File: src/rtl/uart_tx_device_if.sv
// uart_tx_device_if: single-cycle device bus between the core and the UART transmitter.
interface uart_tx_device_if;
  logic        dev_req_i;
  logic        dev_we_i;
  logic [3:0]  dev_be_i;
  logic [31:0] dev_addr_i;
  logic [31:0] dev_wdata_i;
  logic        dev_rvalid_o;
  logic [31:0] dev_rdata_o;
  logic        dev_err_o;
  modport master (
    output dev_req_i, dev_we_i, dev_be_i, dev_addr_i, dev_wdata_i,
    input  dev_rvalid_o, dev_rdata_o, dev_err_o
  );
  modport slave (
    input  dev_req_i, dev_we_i, dev_be_i, dev_addr_i, dev_wdata_i,
    output dev_rvalid_o, dev_rdata_o, dev_err_o
  );
endinterface

File: src/rtl/uart_tx_device.sv
// uart_tx_device: memory-mapped 8N1 UART transmitter with byte FIFO, programmable bit time and TX-done interrupt.
module uart_tx_device #(
  parameter int          FifoDepth   = 8,
  parameter logic [15:0] ClkDivReset = 16'd868
) (
  input  logic            clk_i,
  input  logic            rst_ni,
  uart_tx_device_if.slave dev,
  output logic            uart_tx_o,
  output logic            irq_o
);
  localparam int AW = $clog2(FifoDepth);
  typedef enum logic [1:0] {IDLE, START, DATA, STOP} state_e;
  state_e      state_q;
  logic [7:0]  mem_q [FifoDepth];
  logic [AW:0] wptr_q, rptr_q;
  logic [15:0] clkdiv_q, cnt_q, div_m1;
  logic [7:0]  sh_q;
  logic [2:0]  idx_q;
  logic        ovf_q, irq_en_q, tx_q, irq_q, rvalid_q, err_q;
  logic [31:0] rdata_q, rdata_d;
  logic [9:0]  off;
  logic        hit_tx, hit_st, hit_div, hit_ctrl, bad, wr, rd, tx_wr, push, pop, full, empty, busy;
  logic        unused_ok;
  assign off      = dev.dev_addr_i[9:0];
  assign hit_tx   = off == 10'h000;
  assign hit_st   = off == 10'h004;
  assign hit_div  = off == 10'h008;
  assign hit_ctrl = off == 10'h00C;
  assign bad      = ~(hit_tx | hit_st | hit_div | hit_ctrl);
  assign wr       = dev.dev_req_i & dev.dev_we_i & ~bad;
  assign rd       = dev.dev_req_i & ~dev.dev_we_i;
  assign empty    = wptr_q == rptr_q;
  assign full     = (wptr_q[AW] != rptr_q[AW]) && (wptr_q[AW-1:0] == rptr_q[AW-1:0]);
  assign busy     = state_q != IDLE;
  // Full is taken from the registered pointers, so a same-cycle pop never makes room for a push.
  assign tx_wr    = wr & hit_tx & dev.dev_be_i[0];
  assign push     = tx_wr & ~full;
  assign pop      = ~busy & ~empty;
  assign div_m1   = (clkdiv_q == 16'd0) ? 16'd0 : clkdiv_q - 16'd1;
  assign rdata_d  = !rd      ? 32'd0 :
                    hit_st   ? {28'd0, ovf_q, busy, empty, full} :
                    hit_div  ? {16'd0, clkdiv_q} :
                    hit_ctrl ? {31'd0, irq_en_q} : 32'd0;
  assign unused_ok = ^{dev.dev_addr_i[31:10], dev.dev_wdata_i[31:16], dev.dev_be_i[3:2]};
  always_ff @(posedge clk_i)
    if (push) mem_q[wptr_q[AW-1:0]] <= dev.dev_wdata_i[7:0];
  always_ff @(posedge clk_i or negedge rst_ni)
    if (!rst_ni) begin
      rvalid_q <= 1'b0;
      rdata_q  <= '0;
      err_q    <= 1'b0;
      irq_q    <= 1'b0;
      wptr_q   <= '0;
      rptr_q   <= '0;
      ovf_q    <= 1'b0;
      clkdiv_q <= ClkDivReset;
      irq_en_q <= 1'b0;
    end else begin
      rvalid_q <= dev.dev_req_i;
      rdata_q  <= rdata_d;
      err_q    <= dev.dev_req_i & bad;
      irq_q    <= irq_en_q & empty & ~busy;
      if (push) wptr_q <= wptr_q + (AW+1)'(1);
      if (pop) rptr_q <= rptr_q + (AW+1)'(1);
      if (tx_wr & full) ovf_q <= 1'b1;
      else if (wr & hit_st & dev.dev_be_i[0] & dev.dev_wdata_i[3]) ovf_q <= 1'b0;
      if (wr & hit_div & dev.dev_be_i[0]) clkdiv_q[7:0] <= dev.dev_wdata_i[7:0];
      if (wr & hit_div & dev.dev_be_i[1]) clkdiv_q[15:8] <= dev.dev_wdata_i[15:8];
      if (wr & hit_ctrl & dev.dev_be_i[0]) irq_en_q <= dev.dev_wdata_i[0];
    end
  // Every bit reloads the counter from CLKDIV, so a new divider only takes effect at a bit boundary.
  always_ff @(posedge clk_i or negedge rst_ni)
    if (!rst_ni) begin
      state_q <= IDLE;
      cnt_q   <= '0;
      sh_q    <= '0;
      idx_q   <= '0;
      tx_q    <= 1'b1;
    end else begin
      case (state_q)
        IDLE: if (pop) begin
          state_q <= START;
          sh_q    <= mem_q[rptr_q[AW-1:0]];
          tx_q    <= 1'b0;
          cnt_q   <= div_m1;
        end
        START: if (cnt_q == 16'd0) begin
          state_q <= DATA;
          tx_q    <= sh_q[0];
          sh_q    <= sh_q >> 1;
          idx_q   <= '0;
          cnt_q   <= div_m1;
        end else cnt_q <= cnt_q - 16'd1;
        DATA: if (cnt_q == 16'd0) begin
          cnt_q <= div_m1;
          if (idx_q == 3'd7) begin
            state_q <= STOP;
            tx_q    <= 1'b1;
          end else begin
            tx_q  <= sh_q[0];
            sh_q  <= sh_q >> 1;
            idx_q <= idx_q + 3'd1;
          end
        end else cnt_q <= cnt_q - 16'd1;
        STOP: if (cnt_q == 16'd0) state_q <= IDLE;
              else cnt_q <= cnt_q - 16'd1;
        default: state_q <= IDLE;
      endcase
    end
  assign uart_tx_o        = tx_q;
  assign irq_o            = irq_q;
  assign dev.dev_rvalid_o = rvalid_q;
  assign dev.dev_rdata_o  = rdata_q;
  assign dev.dev_err_o    = err_q;
endmodule

File: src/flat_wrapper.sv
// flat-port wrapper written by rule: the top's interface ports become plain ports
module uart_tx_device_flat 
#(
  parameter int          FifoDepth   = 8,
  parameter logic [15:0] ClkDivReset = 16'd868
)
  (clk_i, rst_ni, uart_tx_o, irq_o, dev_dev_req_i, dev_dev_we_i, dev_dev_be_i, dev_dev_addr_i, dev_dev_wdata_i, dev_dev_rvalid_o, dev_dev_rdata_o, dev_dev_err_o);
  uart_tx_device_if dev_i ();
  input  logic clk_i;
  input  logic rst_ni;
  output logic uart_tx_o;
  output logic irq_o;
  input wire logic [$bits(dev_i.dev_req_i)-1:0] dev_dev_req_i;
  input wire logic [$bits(dev_i.dev_we_i)-1:0] dev_dev_we_i;
  input wire logic [$bits(dev_i.dev_be_i)-1:0] dev_dev_be_i;
  input wire logic [$bits(dev_i.dev_addr_i)-1:0] dev_dev_addr_i;
  input wire logic [$bits(dev_i.dev_wdata_i)-1:0] dev_dev_wdata_i;
  output wire logic [$bits(dev_i.dev_rvalid_o)-1:0] dev_dev_rvalid_o;
  output wire logic [$bits(dev_i.dev_rdata_o)-1:0] dev_dev_rdata_o;
  output wire logic [$bits(dev_i.dev_err_o)-1:0] dev_dev_err_o;
  assign dev_i.dev_req_i = dev_dev_req_i;
  assign dev_i.dev_we_i = dev_dev_we_i;
  assign dev_i.dev_be_i = dev_dev_be_i;
  assign dev_i.dev_addr_i = dev_dev_addr_i;
  assign dev_i.dev_wdata_i = dev_dev_wdata_i;
  assign dev_dev_rvalid_o = dev_i.dev_rvalid_o;
  assign dev_dev_rdata_o = dev_i.dev_rdata_o;
  assign dev_dev_err_o = dev_i.dev_err_o;
  uart_tx_device #(.FifoDepth(FifoDepth), .ClkDivReset(ClkDivReset)) u_core (.clk_i(clk_i), .rst_ni(rst_ni), .dev(dev_i), .uart_tx_o(uart_tx_o), .irq_o(irq_o));
endmodule
File: config.mk
export PLATFORM = sky130hd
export DESIGN_NAME = uart_tx_device_flat
export DESIGN_NICKNAME = d
export VERILOG_FILES = /design/src/rtl/uart_tx_device_if.sv /design/src/rtl/uart_tx_device.sv /design/src/flat_wrapper.sv
export SDC_FILE = /design/constraint.sdc
export NUM_CORES = 1
export LEC_CHECK = 0
export CORE_ASPECT_RATIO = 0.5
export CORE_UTILIZATION = 30
export DETAILED_ROUTE_END_ITERATION = 10
export MAX_ROUTING_LAYER = met4
export PLACE_DENSITY = 0.54
export REMOVE_ABC_BUFFERS = 1
export SKIP_LAST_GASP = 1
export SLEW_MARGIN = 15
export SYNTH_ARGS = -nofsm -noshare
export SYNTH_HDL_FRONTEND = slang
export SYNTH_SLANG_ARGS = --single-unit
File: constraint.sdc
create_clock -name clk_i -period 3.2 [get_ports clk_i]
set_input_delay 0.64 -clock clk_i [delete_from_list [all_inputs] [get_ports clk_i]]
set_output_delay 0.64 -clock clk_i [all_outputs]
set_load 0.005 [all_outputs]
Word-level counts from Yosys, hierarchy flattened
Memory sizes are Yosys's and may differ from the RTL's. Index checks and enable logic that the tools add are counted. W data, S select, Z words.

Register bits after elaboration: 91. Bits in writable memories: 64. Bits of input ports: 72. Output and inout port bits: 36. Word-level logic and storage cells: 113. Memories: 1.

Add/subtract/negate cells: 5. Equality and inequality tests: 17. Multiplexer cells: 33. Bitwise gates (word level): 27. Reductions and logical operators: 15.

Memory list: u_core.mem_q (depth 8, width 8, rd ports 1, clocked after Yosys merged registers in 0, wr ports 1, line uart_tx_device.sv:15) `logic [7:0] mem_q [FifoDepth];`.

Operator list (number): $mux W32 (3); $mux W16 (4); $pmux W16 S3 (1); $logic_not A16 Y1 (2); $mux W8 (4); $sub A16 B1 Y16 const B (2); $pmux W8 S3 (1); $eq A10 B4 Y1 const B (2); $and A1 B1 Y1 (19); $eq A10 B3 Y1 const B (1); $logic_not A10 Y1 (1); $mux W2 (5); $ne A2 B1 Y1 const B (5); $reduce_and A5 Y1 (2); $mux W1 (9); $mux W3 (3); $add A4 B1 Y4 const B (2); $pmux W2 S4 (1); $reduce_and A4 Y1 (2); $pmux W3 S2 (1); $reduce_bool A2 Y1 (3); $not A1 Y1 (5); $eq A2 B2 Y1 const B (2); $eq A4 B4 Y1 (1); 13 further kinds (16).

Logic depth before layout (Yosys ltp)
Depth in word-level cells: 10. Gate-level depth with buffers: 8.

Worst setup path before layout
No wires, ideal clock.

Path type: input to register. From: input port dev_dev_addr_i[1]. To: memory u_core.mem_q[1][0] (enable). Setup time: 0.385 ns. Arrival: 2.637 ns. Required time: 2.815 ns. Slack: 0.178 ns. Cell stages on the path: 5. Buffers on the path: 0. Path through: nor4_1 -> nand3_1 -> nor4_2 -> nand2b_1 -> nor3b_1.

Cells in the longest elaborated chain, start to end: 10. Elaborated cells between the ends (all ways): 13. Those cells by class: eq/ne (3); mux (2); bitwise (7); reduce/logical (1).

Ends and longest elaborated chain: start: declaration (line flat_wrapper.sv:16) `input wire logic [$bits(dev_i.dev_addr_i)-1:0] dev_dev_addr_i;`; $eq A10 B3 Y1 / $logic_not A10 Y1 (equally long branches) (line uart_tx_device.sv:27, uart_tx_device.sv:26); $or A1 B1 Y1 (3 in a row) (line uart_tx_device.sv:30) `assign bad = ~(hit_tx | hit_st | hit_div | hit_ctrl);`; $and A1 B1 Y1 (line uart_tx_device.sv:31) `assign wr = dev.dev_req_i & dev.dev_we_i & ~bad;`; $and A1 B1 Y1 (*) (2 in a row) (line uart_tx_device.sv:37) `assign tx_wr = wr & hit_tx & dev.dev_be_i[0];`; $and A1 B1 Y1 (*) (line uart_tx_device.sv:38) `assign push = tx_wr & ~full;`; $mux W1 (*) (line uart_tx_device.sv:47) `if (push) mem_q[wptr_q[AW-1:0]] <= dev.dev_wdata_i[7:0];`; $mux W1 (implied by the code) (*) (line uart_tx_device.sv:47); end: declaration (line uart_tx_device.sv:15).

Every way passes the cells marked *; elsewhere a longest branch is shown, timed or not.

Worst setup path in the final report
From: register u_core.cnt_q[0]. To: register u_core.cnt_q[12].

Cells in the longest elaborated chain, start to end: 3. Elaborated cells between the ends (all ways): 7. Those cells by class: add/sub (1); eq/ne (1); mux (3); reduce/logical (2).

Ends and longest elaborated chain: start: declaration (line uart_tx_device.sv:17) `logic [15:0] clkdiv_q, cnt_q, div_m1;`; start signal: assignment (line uart_tx_device.sv:86) `cnt_q <= div_m1;`; start signal: assignment (line uart_tx_device.sv:93) `cnt_q <= div_m1;`; start signal: assignment (line uart_tx_device.sv:94) `end else cnt_q <= cnt_q - 16'd1;`; $sub A16 B1 Y16 / $logic_not A16 Y1 (equally long branches); $mux W16, or another cell as far along (line uart_tx_device.sv:106) `STOP: if (cnt_q == 16'd0) state_q <= IDLE;`; $pmux W16 S3 / $reduce_and A2 Y1 (equally long branches).

Several ways; a longest one is shown, not always the timed one. The select of a mux whose other input is x is not followed. A chain may end at the register's enable or synchronous reset.

==> flow_summary.toml <==
[layout]
antenna_cells = 0
regArea_um2 = 3806
final_cell_mix = "dfrtp_1, edfxtp_1, clkdlybuf4s50_1"
fillers = 2004
syn_to_final_growth_pct = 22.08
fin_nets = 652
multi_input_area_um2 = 2569
mostFrequentLayoutCell = "dfrtp_1"
drive_above_1_share = 0.1962

[route]
antenna_left = 0
dr_total_vias = 4242
route.detailed.wl_per_inst_um = 16.87
firstDrtPassIters = 4
viasPerCell = 4.859
route.detailed.drc = 0
dr.first_iter.drc_count = 201
drt_wl_total_mm = 14.73

[sta]
holdWs_ps = 369.9
fin_setup_tns_ps = 0
timing.fmax_mhz = 347.5
hold_violations = 0
skew_ps = 7.542
tightest_slew_ps = 958.4
worst_slack_ps = 322.1
final.min_clock_period_ps = 2878
slew_violations = 0
relSlewSlack = 0.3611
setup_viol = 0
period_share = 0.8993
rsz0062_at_grt = "no"

[yosys]
syn_inst = 497
synth.avg_cell_area_um2 = 13.19
yosysWarnings = 0
yosysSeqAreaShare = 0.5804
syn_area_um2 = 6558
synth_async_sr_flop_share = 0.5396
ys_ff_latch = 139
synth_edf_count = 64
synthFlopType = "dfrtp_1"
ys_types = 67

[setup_path]
critPathBufInv = 2
cp.required_ps = 3500
path_class = "register to register"
critical-path-top-delay-family = "simple AND/OR/NAND/NOR gates"
arrival_ps = 3180
r2r-start = "u_core.cnt_q[0]"
cp-end-kind = "register"
slowest_delay_ps = 550
crit_slowest_cell = "or4b_1"
critical_path.startpoint = "u_core.cnt_q[0]"
crit_path_max_fanout = 10
path_cells = "inv_1 -> ha_1 -> or4b_1 -> nor4_4 -> buf_4 -> nand2b_1 -> o21ai_0 -> a221o_1"
start_kind = "register"

[min_path]
hold_class = "primary input to async pin"

[placed_design]
post-place-ws_ps = 76.13
portBuffers = 51
dp_hpwl_mm = 10.08
routabilityCongestion = 0.8706

[clock_network]
clk_pin_slew_ps = 60
cts_max_path_buffers = 2
ctsHoldBuffers = 0
cts_tree = "done"
htree_levels = 4
ctsRootBufferMaster = "clkbuf_16"
clkSinkCount = 139
clk_latency_ps = 420
cts_resized = 0
cts_buffers = 17
post-cts-setup-buffers = 0

[global_route]
grt_first_pass_wirelength_mm = 23.89
antenna_found_initial = 0
grt_pass1_vias = 4303
grt_usage = 0.1448
grt_max_degree = 76
overflow = 0

[floorplan]
dieArea_um2 = 22490
num_io_pins = 108
core-area_um2 = 20970
std_cell_rows = 37
start_util = 0.3127
chipHeight_um = 106.5
die_w_um = 211.1

[power_and_ir_drop]
pwr_density_cell_nw_per_um2 = 786.7
total_power_mw = 6.297
p_leak_nw = 3.147
ir_drop_uv = 370.5

[status]
status = "finished clean"

[run]
maxCapViolations = 0
[metrics by stage]
step | utilization | instances | area [µm²]
floorplan | - | 479 | 6416
global placement | 0.3544 | 841 | 7432
detailed placement | 0.3544 | 841 | 7432
CTS | 0.3817 | 873 | 8005
global route | 0.3817 | 873 | 8005
finish | 0.3817 | 873 | 8005
[worst paths after layout]
| path | to | cells past startpoint | slack [ps] |
|---|---|---|---|
| worst max register to register | u_core.cnt_q[12] | 8 | 320 |
| worst max-delay path | u_core.cnt_q[12] | 8 | 320 |
| worst min register to register | u_core.sh_q[6] | 1 | 490 |
| worst min-delay path | u_core.cnt_q[14] | 1 | 370 |
| min in group clk_i | u_core.sh_q[6] | 1 | 490 |
| max in group asynchronous | u_core.ovf_q | 1 | 2210 |
[Yosys cell counts (4+ instances only)]
library cell / number / share of area
nor2_1: 28 / 0.016
nor4_1: 14 / 0.013
mux4_2: 16 / 0.055
edfxtp_1: 64 / 0.29
nor3b_1: 5 / 0.0057
xor2_1: 10 / 0.013
a221o_1: 8 / 0.012
o221ai_1: 4 / 0.0053
a21oi_1: 7 / 0.0053
buf_4: 16 / 0.018
mux2i_1: 10 / 0.015
and2_1: 14 / 0.013
nand2_1: 23 / 0.013
o21ai_0: 23 / 0.018
nand3_1: 6 / 0.0046
dfrtp_1: 69 / 0.26
nor3_1: 17 / 0.013
mux2_2: 26 / 0.045
xnor2_1: 13 / 0.017
dfstp_2: 6 / 0.024
or4_1: 5 / 0.0057
nand2b_1: 8 / 0.0076
clkbuf_1: 10 / 0.0057
or3_1: 7 / 0.0067
inv_1: 11 / 0.0063
ha_1: 12 / 0.023
nand4_1: 5 / 0.0048
and3_1: 4 / 0.0038
[registers in the layout (all words and copies together), names as in the netlist, 2 cells and up]
signal / count
u_core.state_q: 2
u_core.clkdiv_q: 16
u_core.idx_q: 3
u_core.wptr_q: 4
u_core.rptr_q: 4
u_core.mem_q: 64
u_core.sh_q: 8
u_core.dev.dev_rdata_o: 16
u_core.cnt_q: 16
[final cells by class]
cell class | count | area share
Sequential cell | 139 | 0.4755
Multi-Input combinational cell | 329 | 0.3209
Timing Repair Buffer | 70 | 0.08128
Clock buffer | 18 | 0.05627
Tap cell | 292 | 0.04564
Clock inverter | 14 | 0.01532
Inverter | 11 | 0.005158
[report_power, final]
| part | leakage [nW] | total (mW) | internal, mW | switching [mW] |
|---|---|---|---|---|
| Combinational | 1.31 | 2.20 | 0.985 | 1.22 |
| Sequential | 1.56 | 2.19 | 2.05 | 0.136 |
| Clock | 0.276 | 1.91 | 1.07 | 0.842 |
[worst register-to-register path, delay by kind of cell, from the launching register on]
family / cells / cell delay, ps
flip-flops: 1 / 440
AND/OR/NAND/NOR: 3 / 1220
adder cells (fa/ha/maj): 1 / 210
AO/OA/AOI/OAI: 2 / 560
buffers and inverters: 2 / 330
[logic make-up (layout without fill, tap and decap cells)]
logic type,Yosys count,count (layout),synth area share
compound gates,67,67,0.07194
xor+xnor,23,23,0.03072
fa+ha+maj,12,12,0.02290
buf+inv,44,113,0.03644
flops,139,139,0.5804
mux,53,53,0.1166
other cells,1,16,0.0005719
simple gates,158,158,0.1404
[routing by layer]
layer	GRT usage	wire length, µm	vias to the layer above
met5	-	0	-
met4	0.05590	219	0
met3	0.02984	514	17
met2	0.2162	6926	88
met1	0.1932	7067	2137
li1	-	-	2000
(Power assumes the default switching activity.)
